`config.mk`:
```
export PLATFORM = sky130hd
export DESIGN_NAME = serial_sender
export DESIGN_NICKNAME = d
export VERILOG_FILES = /design/src/rtl/serial_sender.sv
export SDC_FILE = /design/constraint.sdc
export NUM_CORES = 1
export LEC_CHECK = 0
export ABC_AREA = 1
export BUFFER_PORTS_ARGS = -buffer_cell sky130_fd_sc_hd__buf_2
export CAP_MARGIN = 10
export CORE_UTILIZATION = 55
export DETAILED_ROUTE_END_ITERATION = 10
export PLACE_DENSITY = 0.76
export SETUP_SLACK_MARGIN = 0.02
export SYNTH_ARGS = -nofsm -noshare
export SYNTH_HDL_FRONTEND = slang
export SYNTH_SLANG_ARGS = --single-unit
```
`constraint.sdc`:
```
create_clock -name clk -period 1.6 [get_ports clk]
set_clock_uncertainty 0.15 [all_clocks]
set_input_delay 0.48 -clock clk [delete_from_list [all_inputs] [get_ports clk]]
set_output_delay 0.48 -clock clk [all_outputs]
set_load 0.05 [all_outputs]
```
`src/rtl/serial_sender.sv`:
```
// serial_sender: UART-style transmitter.
// A byte accepted on tx_en is sent as a start bit, then the data bits LSB first,
// then an optional parity bit, then the stop bit(s). Each bit lasts BAUD_DIV
// clock cycles. dout and tx_status are driven straight from flops, so the
// serial line never glitches.
module serial_sender #(
  parameter int BAUD_DIV  = 5,
  parameter int DATA_BITS = 8,
  parameter int PARITY    = 0,
  parameter int STOP_BITS = 1
) (
  input  logic                 clk,
  input  logic                 rst_n,
  input  logic [DATA_BITS-1:0] tx_data,
  input  logic                 tx_en,
  output logic                 dout,
  output logic                 tx_status
);

  localparam int DIV_W = (BAUD_DIV > 1) ? $clog2(BAUD_DIV) : 1;
  localparam logic [DIV_W-1:0] DIV_LAST  = DIV_W'(BAUD_DIV - 1);
  localparam logic [3:0]       DATA_LAST = 4'(DATA_BITS - 1);
  localparam logic [3:0]       STOP_LAST = 4'(STOP_BITS - 1);
  localparam logic             ODD_PAR   = (PARITY == 2);
  localparam logic             HAS_PAR   = (PARITY != 0);

  localparam logic [2:0] S_IDLE  = 3'd0;
  localparam logic [2:0] S_START = 3'd1;
  localparam logic [2:0] S_DATA  = 3'd2;
  localparam logic [2:0] S_PAR   = 3'd3;
  localparam logic [2:0] S_STOP  = 3'd4;

  logic [2:0]           state_q,  state_d;
  logic [DIV_W-1:0]     div_q,    div_d;
  logic [3:0]           bit_q,    bit_d;
  logic [DATA_BITS-1:0] shift_q,  shift_d;
  logic                 par_q,    par_d;
  logic                 dout_q,   dout_d;
  logic                 status_q, status_d;
  logic                 div_last;

  assign div_last  = (div_q == DIV_LAST);
  assign dout      = dout_q;
  assign tx_status = status_q;

  // Next-state logic: the divider runs only while a frame is in progress.
  // Each bit's dout value is loaded on the last cycle of the previous bit,
  // so the line changes exactly on the divider boundary.
  always_comb begin
    state_d  = state_q;
    div_d    = div_q;
    bit_d    = bit_q;
    shift_d  = shift_q;
    par_d    = par_q;
    dout_d   = dout_q;
    status_d = status_q;

    if (state_q != S_IDLE) begin
      div_d = div_last ? '0 : div_q + 1'b1;
    end

    case (state_q)
      S_IDLE: begin
        dout_d   = 1'b1;
        status_d = 1'b1;
        div_d    = '0;
        bit_d    = '0;
        if (tx_en) begin
          // Accept cycle: the byte is frozen here; later tx_data changes
          // do not reach this frame.
          shift_d  = tx_data;
          par_d    = (^tx_data) ^ ODD_PAR;
          state_d  = S_START;
          dout_d   = 1'b0;
          status_d = 1'b0;
        end
      end

      S_START: begin
        if (div_last) begin
          state_d = S_DATA;
          bit_d   = '0;
          dout_d  = shift_q[0];
          shift_d = {1'b0, shift_q[DATA_BITS-1:1]};
        end
      end

      S_DATA: begin
        if (div_last) begin
          if (bit_q == DATA_LAST) begin
            bit_d = '0;
            if (HAS_PAR) begin
              state_d = S_PAR;
              dout_d  = par_q;
            end else begin
              state_d = S_STOP;
              dout_d  = 1'b1;
            end
          end else begin
            bit_d   = bit_q + 1'b1;
            dout_d  = shift_q[0];
            shift_d = {1'b0, shift_q[DATA_BITS-1:1]};
          end
        end
      end

      S_PAR: begin
        if (div_last) begin
          state_d = S_STOP;
          bit_d   = '0;
          dout_d  = 1'b1;
        end
      end

      S_STOP: begin
        dout_d = 1'b1;
        if (div_last) begin
          if (bit_q == STOP_LAST) begin
            // Last cycle of the final stop bit: ready again next cycle.
            state_d  = S_IDLE;
            bit_d    = '0;
            status_d = 1'b1;
          end else begin
            bit_d = bit_q + 1'b1;
          end
        end
      end

      default: begin
        state_d  = S_IDLE;
        div_d    = '0;
        bit_d    = '0;
        dout_d   = 1'b1;
        status_d = 1'b1;
      end
    endcase
  end

  // State registers; reset abandons any frame and parks the line high.
  always_ff @(posedge clk or negedge rst_n) begin
    if (!rst_n) begin
      state_q  <= S_IDLE;
      div_q    <= '0;
      bit_q    <= '0;
      shift_q  <= '0;
      par_q    <= 1'b0;
      dout_q   <= 1'b1;
      status_q <= 1'b1;
    end else begin
      state_q  <= state_d;
      div_q    <= div_d;
      bit_q    <= bit_d;
      shift_q  <= shift_d;
      par_q    <= par_d;
      dout_q   <= dout_d;
      status_q <= status_d;
    end
  end

endmodule

```
==> run_results.csv, run 1 <==
group,metric,value,unit
routing,drt-total-wl,2714,um
layout,num_antenna_cells,0,
synth,synth_commonest_cells,"nand2_1 (63), dfrtp_1 (18), nand3_1 (18)",
floorplanning,core,0.001962,mm2
min_path,hold_path.startpoint,"tx_data[7]",
worst_setup_path,worstRegToRegCells,8,
cts,cts_buffers,3,
pwr,power.leakage,0.0007706,uW
routing,drcViolationCount,0,
floorplanning,die_area,0.002278,mm2
status,status,"finished with violations",
sta,tightest_slew,0.4495,ns
layout,drive_above_1_share,0.3785,
pwr,power_density,557.5,mW/mm2
worst_setup_path,cp_num_buf_inv,1,
worst_setup_path,path_cells,"buf_8",
cts,cts.sinks,20,
min_path,min_to,"shift_q[7]",
layout,multi_input_area,708.2,um2
synth,synth_flop_cell,"dfrtp_1",
synth,synth_area_leaders,"dfrtp_1 (39%), nand2_1 (21%), nand3_1 (7.8%), dfstp_2 (4.6%), ha_1 (4.4%)",
grt,grt_overflow,0,
layout,regArea,506.7,um2
synth,syn_area_per_cell,7.418,um2
synth,synth_nets,170,
floorplanning,initial_core_util,0.5861,
sta,slew_headroom,0.7003,
sta,fmax,0.6099,GHz
worst_setup_path,critical-path-top-delay-family,"flip-flops",
floorplanning,ios,13,
synth,synth_warnings,0,
routing,vias,1089,
synth,syn_area,0.001150,mm2
sta,worst_slack,-0.03968,ns
place,place_inst,195,
synth,yosysUniqueCellTypes,22,
worst_setup_path,crit_arrival,1.01,ns
routing,via_per_inst,5.338,
sta,setup_viol,10,
pwr,vdd_ir_drop_max,0.0004702,V
layout,fillCellCount,141,
layout,layoutNonFillerInstCount,204,
status,violations,"negative setup slack",
worst_setup_path,crit_fanout,2,
synth,synth_edf_count,0,
worst_setup_path,start_kind,"register",
sta,maxSlewViolCount,0,
synth,yosysSeqAreaShare,0.4374,
worst_setup_path,endpoint_kind,"output pin",
worst_setup_path,rrSetupSlack,-0.04,ns
place,hpwl,1655,um
routing,ant_nets,0,
grt,grt_pass1_wl,3491,um
synth,ys_ff_latch,20,
grt,grt.total_usage,0.2226,
sta,min_period,1.640,ns
worst_setup_path,rr_startpoint,"state_q[1]",
min_path,whs_path_depth,3,
synth,synth_top_area_frac,0.3917,
grt,grt_max_degree,21,
cts,path_clk_slew,0.11,ns
worst_setup_path,slowest_delay,0.56,ns
worst_setup_path,worstPathRequired,0.97,ns
grt,antenna_found_initial,0,
cts,cts_tree,"built",
pwr,total_power,831.4,uW
cts,htree_levels,1,
synth,syn_inst,155,
routing,first_iter_violations,46,
cts,clk_path_buf_depth,2,
worst_setup_path,path_class,"register to output pin",
place,gp_congestion,0.8755,
worst_setup_path,r2r-end,"shift_q[1]",
grt,grt_pass1_vias,897,
min_path,hold_path.class,"primary input to register",
synth,synth_area_leader_cell,"dfrtp_1",
sta,min_period_over_period,1.025,
place,port_buffers,12,
floorplanning,die_w,47.73,um
cts,clock_latency,0.30,ns
layout,syn_to_final_growth,29.71,%
sta,hold_viol_final,0,
flow_run,maxCapViolCount,0,
sta,rsz0062_at_grt,"yes",
synth,postSynth.asyncResetShare,1.000,
floorplanning,chipHeight,47.73,um
layout,layout.nets,193,
layout,final_util,0.7602,
routing,wl_per_cell,13.30,um
cts,root_buffer,"clkbuf_4",
synth,yosysMostFrequentCell,"nand2_1",
worst_setup_path,cp_slowest_cell,"dfstp_2",
floorplanning,fp-row-count,16,
routing,drt_pass1_iterations,4,
==> where the power goes <==
group | leakage [uW] | total [uW] | internal (uW) | switching [uW]
Sequential | 0.000260 | 505 | 505 | 0
Clock | 0.0000210 | 293 | 139 | 154
Combinational | 0.000490 | 33.2 | 13.9 | 19.2
Total | 0.000771 | 831 | 658 | 173
==> worst register-to-register path, delay by kind of cell, from the launching register on <==
kind / cells / cell delay, ns
and+or+nand+nor: 7 / 0.86
buffers and inverters: 1 / 0.06
DFF: 1 / 0.47
==> cell type report <==
class                      instances  share of cell area
clock buffer                       4             0.02433
inverter                          15             0.04279
multi-input combinational        119              0.4748
timing repair buffer              19             0.09564
tap                               27             0.02265
sequential                        20              0.3398
==> logic make-up after synthesis <==
logic type / count (synthesis) / share of synthesized area
AND/OR/NAND/NOR: 104 / 0.3961
flip-flops: 20 / 0.4374
buffers and inverters: 16 / 0.05876
AO/OA/AOI/OAI: 8 / 0.04136
adder cells (fa/ha/maj): 4 / 0.04353
XOR/XNOR: 3 / 0.02286
==> cells in the final DEF, fill, tap and decap left out, drive strengths merged, types with 2 or more instances in the layout <==
cell type   n
nand2      69
buf        18
dfrtp      18
nand3      18
o21ai       4
ha          4
clkbuf      4
xor2        2
inv        15
nor2       15
dfstp       2
==> state kept, by name, summed over array words and instances (netlist names) <==
register and flops:
bit_q 4, dout 1, shift_q 8, state_q 3, tx_status 1, div_q 3
==> worst max-delay path by stage <==
stage / startpoint / end / slack [ns] / cells after the start
floorplan: div_q[0] / state_q[2] / 0.18 / 9
global placement: div_q[0] / state_q[1] / 0.09 / 9
detailed placement: div_q[0] / state_q[1] / -0.003 / 9
CTS: dout / dout / -0.05 / 1
global route: state_q[1] / shift_q[0] / -0.11 / 8
finish: dout / dout / -0.04 / 1
==> timing repair <==
item                                    CTS  global route
hold endpoints to repair                 18             0
endpoints found under the setup margin    7            16
gates resized for setup                   7            44
setup buffers                             0             4
pin swaps                                 0            13
hold buffers                              1             0
==> routing by layer <==
| metal | share of wire | wire length, um | vias to the layer above | track usage |
|---|---|---|---|---|
| li1 | - | - | 536 | - |
| met1 | 0.39 | 1069 | 507 | 0.2732 |
| met2 | 0.53 | 1426 | 38 | 0.3784 |
| met3 | 0.052 | 140 | 8 | 0.03396 |
| met4 | 0.028 | 76 | 0 | 0.1111 |
| met5 | 0 | 0 | - | 0 |
==> stage by stage <==
step / cell area [um2] / hold slack (ns) / setup TNS, ns / setup WS, ns
finish: 1491 / 0.2272 / -0.3003 / -0.03968
global route: 1491 / 0.2468 / -1.005 / -0.1085
CTS: 1315 / 0.2256 / -0.08574 / -0.04518
detailed placement: 1247 / 0.2985 / -0.002669 / -0.002669
global placement: 1247 / 0.2932 / 0 / 0.09053
floorplan: 1150 / 0.03441 / 0 / 0.1781
(Power assumes the default switching activity.)
==> inputs of run 2 (changes only) <==
- REMOVE_ABC_BUFFERS: not set -> 1
==> run 2 against run 1 <==
  * The run still ends with negative setup slack left
  * Sequential power is essentially flat
  * Non-clock buffer count is 2 lower
  * Largest cell class unchanged
  * Largest power group unchanged
  * Critical path type unchanged
  * Count of clock-buffer cells in the layout did not move
  * Routed wire length is 12% lower
  * Register-to-register slack better by 0.11 ns
  * Combinational power fell by 3%
  * Clock power down 4%
  * Global-route usage down 0.16 points
==> run_results.csv, run 2 (same netlist as run 1, synthesis figures left out) <==
group,metric,value,unit
status,status,"finished with violations",
status,violations,"negative setup slack",
worst_setup_path,worstPathRequired,0.97,ns
worst_setup_path,path_class,"register to output pin",
layout,final_common_cell,"nand2_1",
cts,root_buffer,"clkbuf_4",
layout,regMostFlops,"shift_q",
floorplanning,core,0.001962,mm2
worst_setup_path,slowest_delay,0.56,ns
routing,wl_per_cell,11.77,um
grt,grt_overflow,0,
routing,vias,1053,
grt,antenna_found_initial,0,
floorplanning,die_w,47.73,um
layout,layout.nets,191,
worst_setup_path,crit_arrival,1.00,ns
worst_setup_path,cp_num_buf_inv,1,
worst_setup_path,start_kind,"register",
layout,regArea,506.7,um2
place,gp_congestion,0.8547,
sta,slew_headroom,0.7053,
flow_run,maxCapViolCount,0,
routing,drcViolationCount,0,
routing,first_iter_violations,29,
cts,cts_buffers,3,
worst_setup_path,cp_slowest_cell,"dfstp_2",
sta,maxSlewViolCount,0,
place,port_buffers,12,
grt,grt_pass1_vias,898,
floorplanning,chipHeight,47.73,um
layout,final_util,0.7277,
sta,min_period,1.632,ns
layout,num_antenna_cells,0,
routing,drt-total-wl,2377,um
routing,via_per_inst,5.213,
worst_setup_path,path_cells,"buf_8",
cts,htree_levels,1,
place,place_inst,195,
cts,cts.sinks,20,
sta,hold_viol_final,0,
cts,clk_path_buf_depth,2,
sta,setup_viol,2,
cts,cts_tree,"built",
layout,multi_input_area,669.4,um2
place,hpwl,1713,um
worst_setup_path,crit_fanout,2,
worst_setup_path,endpoint_kind,"output pin",
layout,drive_above_1_share,0.3200,
min_path,hold_path.class,"primary input to register",
floorplanning,die_area,0.002278,mm2
routing,drt_pass1_iterations,4,
layout,fillCellCount,159,
sta,whs,0.2416,ns
floorplanning,ios,13,
layout,layoutNonFillerInstCount,202,
sta,rsz0062_at_grt,"yes",
floorplanning,fp-row-count,16,
place,post_dp_cell_area,0.001247,mm2
sta,worst_slack,-0.03247,ns
sta,tightest_slew,0.4420,ns
pwr,power.leakage,0.0007431,uW
grt,grt.total_usage,0.2209,
layout,largest_reg_flops,8,
worst_setup_path,rrSetupSlack,0.07,ns
layout,final_cell_mix,"nand2_1 (56), nand3_1 (15), dfrtp_1 (15)",
worst_setup_path,critical-path-top-delay-family,"flip-flops",
routing,ant_nets,0,
sta,fmax,0.6126,GHz
pwr,vdd_ir_drop_max,0.0006907,V
pwr,power_density,573.5,mW/mm2
grt,grt_max_degree,21,
grt,grt_pass1_wl,3456,um
layout,reg_top3,"shift_q: 8 flops, bit_q: 4 flops",
sta,min_period_over_period,1.020,
layout,stdcell_area,0.001428,mm2
cts,clock_latency,0.29,ns
layout,syn_to_final_growth,24.16,%
cts,path_clk_slew,0.10,ns
floorplanning,initial_core_util,0.5861,
## run 2: cell count changes in the layout (fill, tap and decap cells not counted), moves of 2 or more
cell     change
nand2_1      +7
nand2_2      -4
inv_2        -3
buf_6        -2
inv_1        +2
inv_4        +2
nand2_4      -2
## run 2: repair_timing
item / 4_1_cts / 5_1_grt
resized for setup: 6 / 30
pin swaps: 0 / 7
hold buffers: 1 / 0
endpoints found under the hold margin: 18 / 0
buffers inserted: 0 / 2
endpoints found under the setup margin: 3 / 16
## run 2: final timing paths
path / from / end / cells past startpoint
worst max-delay path: tx_status / tx_status / 1
worst min-delay path: tx_data[7] / shift_q[7] / 3
worst max register to register: div_q[0] / tx_status / 7
worst min register to register: shift_q[5] / shift_q[5] / 2
max in group asynchronous: rst_n / tx_status / 2
min in group asynchronous: rst_n / state_q[2] / 2
## run 2: final cells by class
type                       count  share of cell area
sequential                    20              0.3550
inverter                      15             0.04294
multi-input combinational    119              0.4689
tap                           27             0.02366
timing repair buffer          17             0.08414
clock buffer                   4             0.02542
## run 2: report_power, final
part | internal, uW | leakage [uW] | switching [uW]
combinational | 13.9 | 0.000462 | 18.2
sequential | 505 | 0.000260 | 0
clock | 139 | 0.0000210 | 142
## run 2: layer usage
metal	routed length [um]	share of wire	global-route usage
met1	988	0.42	0.2512
met2	1302	0.55	0.3919
met3	78	0.033	0.08679
met4	8	0.0034	0.04444
met5	0	0	0
## run 2: worst min-delay path, stage by stage
cell	delay (ns)
buf_2	0.08
nand2_1	0.05
nand2_1	0.06
## run 2: metrics by stage
stage	setup slack [ns]	total power, uW	TNS (ns)
2_1_floorplan	0.1765	523.1	0
3_3_place_gp	0.09366	545.4	0
3_5_place_dp	0.04099	546.2	0
4_1_cts	-0.05101	833.8	-0.08998
5_1_grt	-0.08123	858.6	-0.2692
6_report	-0.03247	818.7	-0.05770
